==> config.mk <==
export PLATFORM = sky130hd
export DESIGN_NAME = ii_rect_sum
export DESIGN_NICKNAME = d
export VERILOG_FILES = /design/src/rtl/ii_pkg.sv /design/src/rtl/ii_addr_gen.sv /design/src/rtl/ii_rect_sum.sv
export SDC_FILE = /design/constraint.sdc
export NUM_CORES = 1
export LEC_CHECK = 0
export ABC_CLOCK_PERIOD_IN_PS = 6050
export BUFFER_PORTS_ARGS = -buffer_cell sky130_fd_sc_hd__buf_2
export CAP_MARGIN = 20
export CORE_ASPECT_RATIO = 0.9
export CORE_MARGIN = 2
export CORE_UTILIZATION = 45
export DETAILED_ROUTE_END_ITERATION = 10
export PLACE_DENSITY = 0.75
export SLEW_MARGIN = 20
export SYNTH_ARGS = -nofsm -noshare
export SYNTH_HDL_FRONTEND = slang
export SYNTH_SLANG_ARGS = --single-unit
==> constraint.sdc <==
create_clock -name clk -period 6.05 [get_ports clk]
set_input_delay 0.9075 -clock clk [delete_from_list [all_inputs] [get_ports clk]]
set_output_delay 0.9075 -clock clk [all_outputs]
set_load 0.02 [all_outputs]
==> src/rtl/ii_pkg.sv <==
// Shared integral-image constants, corner-slot type and helpers used by the
// capture, display and rectangle-sum clients of the integral image buffer.
package ii_pkg;

    localparam int IMG_W          = 160;
    localparam int IMG_H          = 120;
    localparam int ADDR_W         = 15;
    localparam int DATA_W         = 20;
    localparam int RD_LATENCY_DEF = 2;
    localparam int COL_W          = 8;
    localparam int ROW_W          = 7;
    localparam int XE_W           = COL_W + 1;
    localparam int YE_W           = ROW_W + 1;

    typedef enum logic [2:0] {
        ST_IDLE  = 3'd0,
        ST_RD0   = 3'd1,
        ST_RD1   = 3'd2,
        ST_RD2   = 3'd3,
        ST_RD3   = 3'd4,
        ST_DRAIN = 3'd5
    } rect_state_e;

    // One corner lookup: position, whether it is read, and whether it subtracts.
    typedef struct packed {
        logic [COL_W-1:0] col;
        logic [ROW_W-1:0] row;
        logic             en;
        logic             sub;
    } corner_t;

    function automatic logic [ADDR_W-1:0] ii_addr(input logic [COL_W-1:0] col,
                                                  input logic [ROW_W-1:0] row);
        return ADDR_W'(row) * ADDR_W'(IMG_W) + ADDR_W'(col);
    endfunction

    // Right/bottom edges are compared one bit wider so oversize requests cannot wrap.
    function automatic logic rect_ok(input logic [COL_W-1:0] x,
                                     input logic [ROW_W-1:0] y,
                                     input logic [COL_W-1:0] w,
                                     input logic [ROW_W-1:0] h);
        logic [XE_W-1:0] x_end;
        logic [YE_W-1:0] y_end;
        x_end = {1'b0, x} + {1'b0, w};
        y_end = {1'b0, y} + {1'b0, h};
        return (w != {COL_W{1'b0}}) && (h != {ROW_W{1'b0}}) &&
               (x_end <= XE_W'(IMG_W)) && (y_end <= YE_W'(IMG_H));
    endfunction

endpackage

==> src/rtl/ii_addr_gen.sv <==
// Buffer address generator: row*160+col built from shifts, with one register
// stage so rd_en/rd_addr leave the block registered.
module ii_addr_gen
    import ii_pkg::*;
(
    input  logic              clk,
    input  logic              rst,
    input  logic              en,
    input  logic [COL_W-1:0]  col,
    input  logic [ROW_W-1:0]  row,
    output logic              rd_en,
    output logic [ADDR_W-1:0] rd_addr
);

    logic [ADDR_W-1:0] addr_s;
    logic              rd_en_r;
    logic [ADDR_W-1:0] rd_addr_r;

    // row*128 + row*32 + col
    always_comb begin
        addr_s = ADDR_W'({row, 7'd0}) + ADDR_W'({row, 5'd0}) + ADDR_W'(col);
    end

    // Registered strobe; the address bus is parked at zero for skipped slots.
    always_ff @(posedge clk) begin
        if (rst) begin
            rd_en_r   <= 1'b0;
            rd_addr_r <= {ADDR_W{1'b0}};
        end else begin
            rd_en_r   <= en;
            rd_addr_r <= en ? addr_s : {ADDR_W{1'b0}};
        end
    end

    assign rd_en   = rd_en_r;
    assign rd_addr = rd_addr_r;

endmodule

==> src/rtl/ii_rect_sum.sv <==
// Rectangle sum over the integral image: four corner reads D,B,C,A with a
// {en,sign} tag pipe aligned to the buffer read latency, then one result strobe.
module ii_rect_sum
    import ii_pkg::*;
#(
    parameter int RD_LATENCY = RD_LATENCY_DEF
)
(
    input  logic              clk,
    input  logic              rst,
    input  logic              req_valid,
    output logic              req_ready,
    input  logic [COL_W-1:0]  req_x,
    input  logic [ROW_W-1:0]  req_y,
    input  logic [COL_W-1:0]  req_w,
    input  logic [ROW_W-1:0]  req_h,
    output logic              rd_en,
    output logic [ADDR_W-1:0] rd_addr,
    input  logic [DATA_W-1:0] rd_data,
    output logic              sum_valid,
    output logic [DATA_W-1:0] sum,
    output logic              sum_err
);

    localparam int CNT_W = (RD_LATENCY > 1) ? $clog2(RD_LATENCY) : 1;

    rect_state_e       state_r, next_state_s;
    logic              accept_s;
    logic              finish_s;
    logic              req_ok_s;
    logic [COL_W-1:0]  x1_in_s;
    logic [ROW_W-1:0]  y1_in_s;
    corner_t           corner_s;

    logic [COL_W-1:0]  xm_r, x1_r;
    logic [ROW_W-1:0]  ym_r, y1_r;
    logic              mask_x_r, mask_y_r;
    logic              err_r;
    logic [CNT_W-1:0]  cnt_r;

    logic                  slot_sub_r;
    logic [RD_LATENCY-1:0] tag_en_r;
    logic [RD_LATENCY-1:0] tag_sub_r;
    logic [DATA_W-1:0]     acc_r, acc_next_s;

    logic              sum_valid_r;
    logic              sum_err_r;
    logic [DATA_W-1:0] sum_r;

    // Request decode; D corner is formed straight from the inputs in the accept cycle.
    always_comb begin
        req_ok_s = rect_ok(req_x, req_y, req_w, req_h);
        x1_in_s  = req_x + req_w - 8'd1;
        y1_in_s  = req_y + req_h - 7'd1;
    end

    // Next state and the corner presented to the address generator this cycle.
    always_comb begin
        next_state_s = state_r;
        accept_s     = 1'b0;
        finish_s     = 1'b0;
        corner_s     = '0;
        case (state_r)
            ST_IDLE: begin
                if (req_valid) begin
                    accept_s = 1'b1;
                    if (req_ok_s) begin
                        next_state_s = ST_RD0;
                        corner_s     = '{col: x1_in_s, row: y1_in_s, en: 1'b1, sub: 1'b0};
                    end else begin
                        next_state_s = ST_DRAIN;
                    end
                end else begin
                    next_state_s = ST_IDLE;
                end
            end
            ST_RD0: begin
                next_state_s = ST_RD1;
                corner_s     = '{col: xm_r, row: y1_r, en: !mask_x_r, sub: 1'b1};
            end
            ST_RD1: begin
                next_state_s = ST_RD2;
                corner_s     = '{col: x1_r, row: ym_r, en: !mask_y_r, sub: 1'b1};
            end
            ST_RD2: begin
                next_state_s = ST_RD3;
                corner_s     = '{col: xm_r, row: ym_r, en: !mask_x_r && !mask_y_r, sub: 1'b0};
            end
            ST_RD3: begin
                next_state_s = ST_DRAIN;
            end
            ST_DRAIN: begin
                if (cnt_r == {CNT_W{1'b0}}) begin
                    next_state_s = ST_IDLE;
                    finish_s     = !err_r;
                end else begin
                    next_state_s = ST_DRAIN;
                end
            end
            default: begin
                next_state_s = ST_IDLE;
            end
        endcase
    end

    // State register.
    always_ff @(posedge clk) begin
        if (rst) begin
            state_r <= ST_IDLE;
        end else begin
            state_r <= next_state_s;
        end
    end

    // Operand latch: the x-1 / y-1 corners are masked rather than read when on the edge.
    always_ff @(posedge clk) begin
        if (rst) begin
            xm_r     <= {COL_W{1'b0}};
            x1_r     <= {COL_W{1'b0}};
            ym_r     <= {ROW_W{1'b0}};
            y1_r     <= {ROW_W{1'b0}};
            mask_x_r <= 1'b0;
            mask_y_r <= 1'b0;
            err_r    <= 1'b0;
        end else if (accept_s) begin
            xm_r     <= req_x - 8'd1;
            x1_r     <= x1_in_s;
            ym_r     <= req_y - 7'd1;
            y1_r     <= y1_in_s;
            mask_x_r <= (req_x == 8'd0);
            mask_y_r <= (req_y == 7'd0);
            err_r    <= !req_ok_s;
        end
    end

    // Drain counter covers the read latency after the last corner slot.
    always_ff @(posedge clk) begin
        if (rst) begin
            cnt_r <= {CNT_W{1'b0}};
        end else if (accept_s) begin
            cnt_r <= {CNT_W{1'b0}};
        end else if (state_r == ST_RD3) begin
            cnt_r <= CNT_W'(RD_LATENCY - 1);
        end else if ((state_r == ST_DRAIN) && (cnt_r != {CNT_W{1'b0}})) begin
            cnt_r <= cnt_r - {{(CNT_W-1){1'b0}}, 1'b1};
        end
    end

    ii_addr_gen u_addr_gen (
        .clk     (clk),
        .rst     (rst),
        .en      (corner_s.en),
        .col     (corner_s.col),
        .row     (corner_s.row),
        .rd_en   (rd_en),
        .rd_addr (rd_addr)
    );

    // Tag pipe: the sign rides one stage with the address register, then RD_LATENCY more.
    always_ff @(posedge clk) begin
        if (rst) begin
            slot_sub_r <= 1'b0;
            tag_en_r   <= {RD_LATENCY{1'b0}};
            tag_sub_r  <= {RD_LATENCY{1'b0}};
        end else begin
            slot_sub_r   <= corner_s.sub;
            tag_en_r[0]  <= rd_en;
            tag_sub_r[0] <= slot_sub_r;
            for (int i = 1; i < RD_LATENCY; i++) begin
                tag_en_r[i]  <= tag_en_r[i-1];
                tag_sub_r[i] <= tag_sub_r[i-1];
            end
        end
    end

    // Modulo-2^DATA_W accumulate; partial results may wrap, the final one cannot.
    always_comb begin
        acc_next_s = acc_r;
        if (tag_en_r[RD_LATENCY-1]) begin
            if (tag_sub_r[RD_LATENCY-1]) begin
                acc_next_s = acc_r - rd_data;
            end else begin
                acc_next_s = acc_r + rd_data;
            end
        end else begin
            acc_next_s = acc_r;
        end
    end

    // Accumulator, cleared on every accept.
    always_ff @(posedge clk) begin
        if (rst) begin
            acc_r <= {DATA_W{1'b0}};
        end else if (accept_s) begin
            acc_r <= {DATA_W{1'b0}};
        end else begin
            acc_r <= acc_next_s;
        end
    end

    // Result strobe; sum holds its value between strobes.
    always_ff @(posedge clk) begin
        if (rst) begin
            sum_valid_r <= 1'b0;
            sum_err_r   <= 1'b0;
            sum_r       <= {DATA_W{1'b0}};
        end else if (accept_s && !req_ok_s) begin
            sum_valid_r <= 1'b1;
            sum_err_r   <= 1'b1;
            sum_r       <= {DATA_W{1'b0}};
        end else if (finish_s) begin
            sum_valid_r <= 1'b1;
            sum_err_r   <= 1'b0;
            sum_r       <= acc_next_s;
        end else begin
            sum_valid_r <= 1'b0;
            sum_err_r   <= 1'b0;
        end
    end

    assign req_ready = (state_r == ST_IDLE);
    assign sum_valid = sum_valid_r;
    assign sum_err   = sum_err_r;
    assign sum       = sum_r;

endmodule

==> run summary <==
normalized max-slew margin: 0.3964
filler instances: 1456
count of mapped cells out of synthesis: 841
CTS Hold Buffers Added: 0
fin crit period: 5229 ps
Post CTS Setup Buffer Count: 0
Die Area: 16220 um^2
top layer used by detailed routing: met4
final period utilization: 0.8643
Cell Pwr Density: 273.3 nW/um^2
Synth-to-Final Area Change: 12.94%
fraction of the yosys area taken by sequential cells: 0.2923
H-tree depth reported by CTS: 3
Place WS: 476.7 ps
worst path arrival time: 5470 ps
CTS tree: yes
routed metal-1 wire length: 7605 um
maximum cell stage delay along the critical path: 450 ps
post-synthesis sequential element count: 100
number of global-route vias before repair: 5634
remaining number of nets flagged by the antenna check after routing: 0
final count of hold timing violations: 0
RSZ-0062 raised after global routing: false
initial antenna violation count: 0
DR WL met3: 539 um
max-capacitance violation count: 0
number of resized instances in the post-cts repair step: 0
final number of max-transition violations: 0
combinational share of power: 0.364
worst setup path category: in2reg
width of the chip: 134.0 um
WP buf/inv: 1
most frequent cells in the layout: sky130_fd_sc_hd__nor2_1, sky130_fd_sc_hd__dfxtp_1, sky130_fd_sc_hd__buf_2, sky130_fd_sc_hd__ha_1, sky130_fd_sc_hd__a21oi_1
final-stage net count: 1047
placeable core region: 14820 um^2
aggregate routed wire length: 15590 um
detailed placement HPWL: 11980 um
switch share: 0.3694
clock share of power: 0.262
# clock sinks: 100
number of design-rule violations left by the first detailed-router iteration: 333
DR pass1 iterations: 5
maximum clock insertion buffer count: 2
peak fanout along the critical path: 12
reported leakage power: 3.395 nW
overall routing resource usage: 0.1999
crit path setup slack, layout: 821.0 ps
most frequent standard cell in the layout excluding fill and tap cells: sky130_fd_sc_hd__nor2_1
yosys synthesis warning count: 0
library cell used as clock root buffer: sky130_fd_sc_hd__clkbuf_16
via count: 5871
initial core utilization: 0.4621
Unique masters post-synth: 67
most used flip-flop cell after synthesis: sky130_fd_sc_hd__dfxtp_1
max frequency: 0.1912 GHz
aggregate global routing overflow: 0
average via count per standard cell: 5.270
clock latency of the later-clocked register in the worst-skew pair: 350 ps
met2 WL post-DR: 7221 um
DRC Markers: 0
kind of path behind the tightest hold check: reg2reg
netlist area before placement: 6848 um^2
pin count of the biggest net entering global routing: 48
number of flops mapped to enable cells by yosys: 0
Net Count, Synth: 977
number of buffers inserted by port buffering: 91
Setup crit start kind: primary input
ports placed on the boundary: 92
worst-case vdd ir drop: 0.1585 mV
number of antenna cells inserted: 0
most frequent CP cell: sky130_fd_sc_hd__a21oi_1
Clk pin slew, worst setup/hold paths: 60 ps
CTS buffer count: 9
cell breakdown of the critical path: buf_2, ha_1, fa_1, xor2_1, or3_1, a221oi_2, nor4_1, o211ai_2, and2_2, nand2_2, o221ai_1, nor2b_1, fa_1, ha_1, a21o_1, a21oi_1, o21bai_1, a21oi_1, o21bai_1, a21oi_1, xor2_1, nor2_2
total negative slack: 0 ps
share of final-layout standard cells stronger than drive strength 1: 0.1539
height of the die: 121.0 um
average size of a mapped cell: 8.142 um^2
Internal Power: 0.001333 W
Critical Path RT: 6290 ps
site row count: 42
Seq pwr share: 0.374
final-report setup violation count: 0
Switch Pwr: 0.0007809 W
share of synthesized flip-flops with an asynchronous set or reset: 0
Max stage delay cell, worst path: sky130_fd_sc_hd__fa_1
Final Wtd Congestion: 0.9005
crit path capture type: flip-flop
Worst Max-Slew Pin Slew: 905.4 ps
wire length per cell after detailed routing: 14.00 um
wire length of the first global-routing pass: 26390 um
post-route clock skew: 6.233 ps
dominant delay contributor by cell family on the critical path: compound AO/OA/AOI/OAI gates
outcome: completed
## through the flow
| stage | util | power [W] | area [um^2] | instances | hold slack, ps |
|---|---|---|---|---|---|
| floorplan | - | 0.001377 | 6848 | 841 | 413.8 |
| global placement | 0.5024 | 0.001557 | 7446 | 1098 | 418.4 |
| detailed placement | 0.5024 | 0.001568 | 7446 | 1098 | 427.5 |
| CTS | 0.5214 | 0.002121 | 7727 | 1114 | 443.0 |
| global route | 0.5219 | 0.002256 | 7734 | 1114 | 461.1 |
| finish | 0.5219 | 0.002114 | 7734 | 1114 | 438.8 |
## final timing paths
check / from / end / slack, ps / cells after the start
worst max register to register: state_r[1] / u_addr_gen.rd_addr[13] / 2060 / 16
worst max-delay path: req_x[0] / u_addr_gen.rd_addr[13] / 820 / 22
worst min register to register: slot_sub_r / tag_sub_r[0] / 440 / 1
worst min-delay path: slot_sub_r / tag_sub_r[0] / 440 / 1
## state kept, by name (all words and copies together) (netlist names)
signal and cells:
acc_r 20, cnt_r 1, err_r 1, mask_x_r 1
mask_y_r 1, slot_sub_r 1, state_r 3, sum 20
sum_err 1, sum_valid 1, tag_en_r 2, tag_sub_r 2
u_addr_gen.rd_addr 15, u_addr_gen.rd_en 1, x1_r 8, xm_r 8
y1_r 7, ym_r 7
## cell families after synthesis
kind of cell / share of synthesized area
fa+ha+maj: 0.1593
flops: 0.2923
simple gates: 0.1840
buf+inv: 0.05956
mux: 0.02211
xor+xnor: 0.08186
compound gates: 0.2008
## worst register-to-register path, stage by stage, from the launching register on
cell	delay [ps]
sky130_fd_sc_hd__dfxtp_1	300
sky130_fd_sc_hd__buf_4	230
sky130_fd_sc_hd__nor3_1	330
sky130_fd_sc_hd__and2_2	470
sky130_fd_sc_hd__nand2_2	190
sky130_fd_sc_hd__o221ai_1	210
sky130_fd_sc_hd__nor2b_1	180
sky130_fd_sc_hd__fa_1	450
sky130_fd_sc_hd__ha_1	310
sky130_fd_sc_hd__a21o_1	170
sky130_fd_sc_hd__a21oi_1	220
sky130_fd_sc_hd__o21bai_1	110
sky130_fd_sc_hd__a21oi_1	220
sky130_fd_sc_hd__o21bai_1	80
sky130_fd_sc_hd__a21oi_1	170
sky130_fd_sc_hd__xor2_1	190
sky130_fd_sc_hd__nor2_2	40
## per-layer routing
layer  track usage  vias to the layer above
li1              -                     3046
met1        0.2666                     2704
met2        0.3365                      106
met3       0.03008                       15
met4       0.05855                        0
met5             0                        -
## cell usage after synthesis (all sizes together), types with 9 or more instances
master | number | area [um^2]
nand2b | 11 | 71.32
nor3 | 18 | 90.09
mux2i | 14 | 140.1
a21oi | 74 | 374.1
o21ai | 18 | 93.84
nor4 | 12 | 102.6
nor2b | 9 | 56.30
xor2 | 13 | 113.9
nand3 | 12 | 60.06
dfxtp | 100 | 2002
a21o | 15 | 112.6
xnor2 | 51 | 446.7
nor2 | 129 | 506.7
o21bai | 10 | 75.07
nand2 | 58 | 220.2
a211oi | 40 | 320.3
clkbuf | 31 | 116.4
ha | 76 | 950.9
inv | 67 | 251.5
## power groups by stage
stage               clock network [W]  logic, W  registers, W
finish                       0.000553  0.000770      0.000791
global route                 0.000587  0.000870      0.000799
CTS                          0.000563  0.000769      0.000790
detailed placement                  0  0.000764      0.000804
global placement                    0  0.000754      0.000803
floorplan                           0  0.000561      0.000817
## area by class of cell
| cell class | instances | area (um^2) | share of cell area |
|---|---|---|---|
| Clock inverter | 3 | 21.27 | 0.002750 |
| Sequential cell | 100 | 2002 | 0.2589 |
| Tap cell | 198 | 247.7 | 0.03203 |
| Inverter | 67 | 251.5 | 0.03252 |
| Timing Repair Buffer | 97 | 500.5 | 0.06471 |
| Multi-Input combinational cell | 636 | 4451 | 0.5755 |
| Clock buffer | 13 | 260.3 | 0.03365 |
Note: power is estimated with default switching activity, not from simulation.
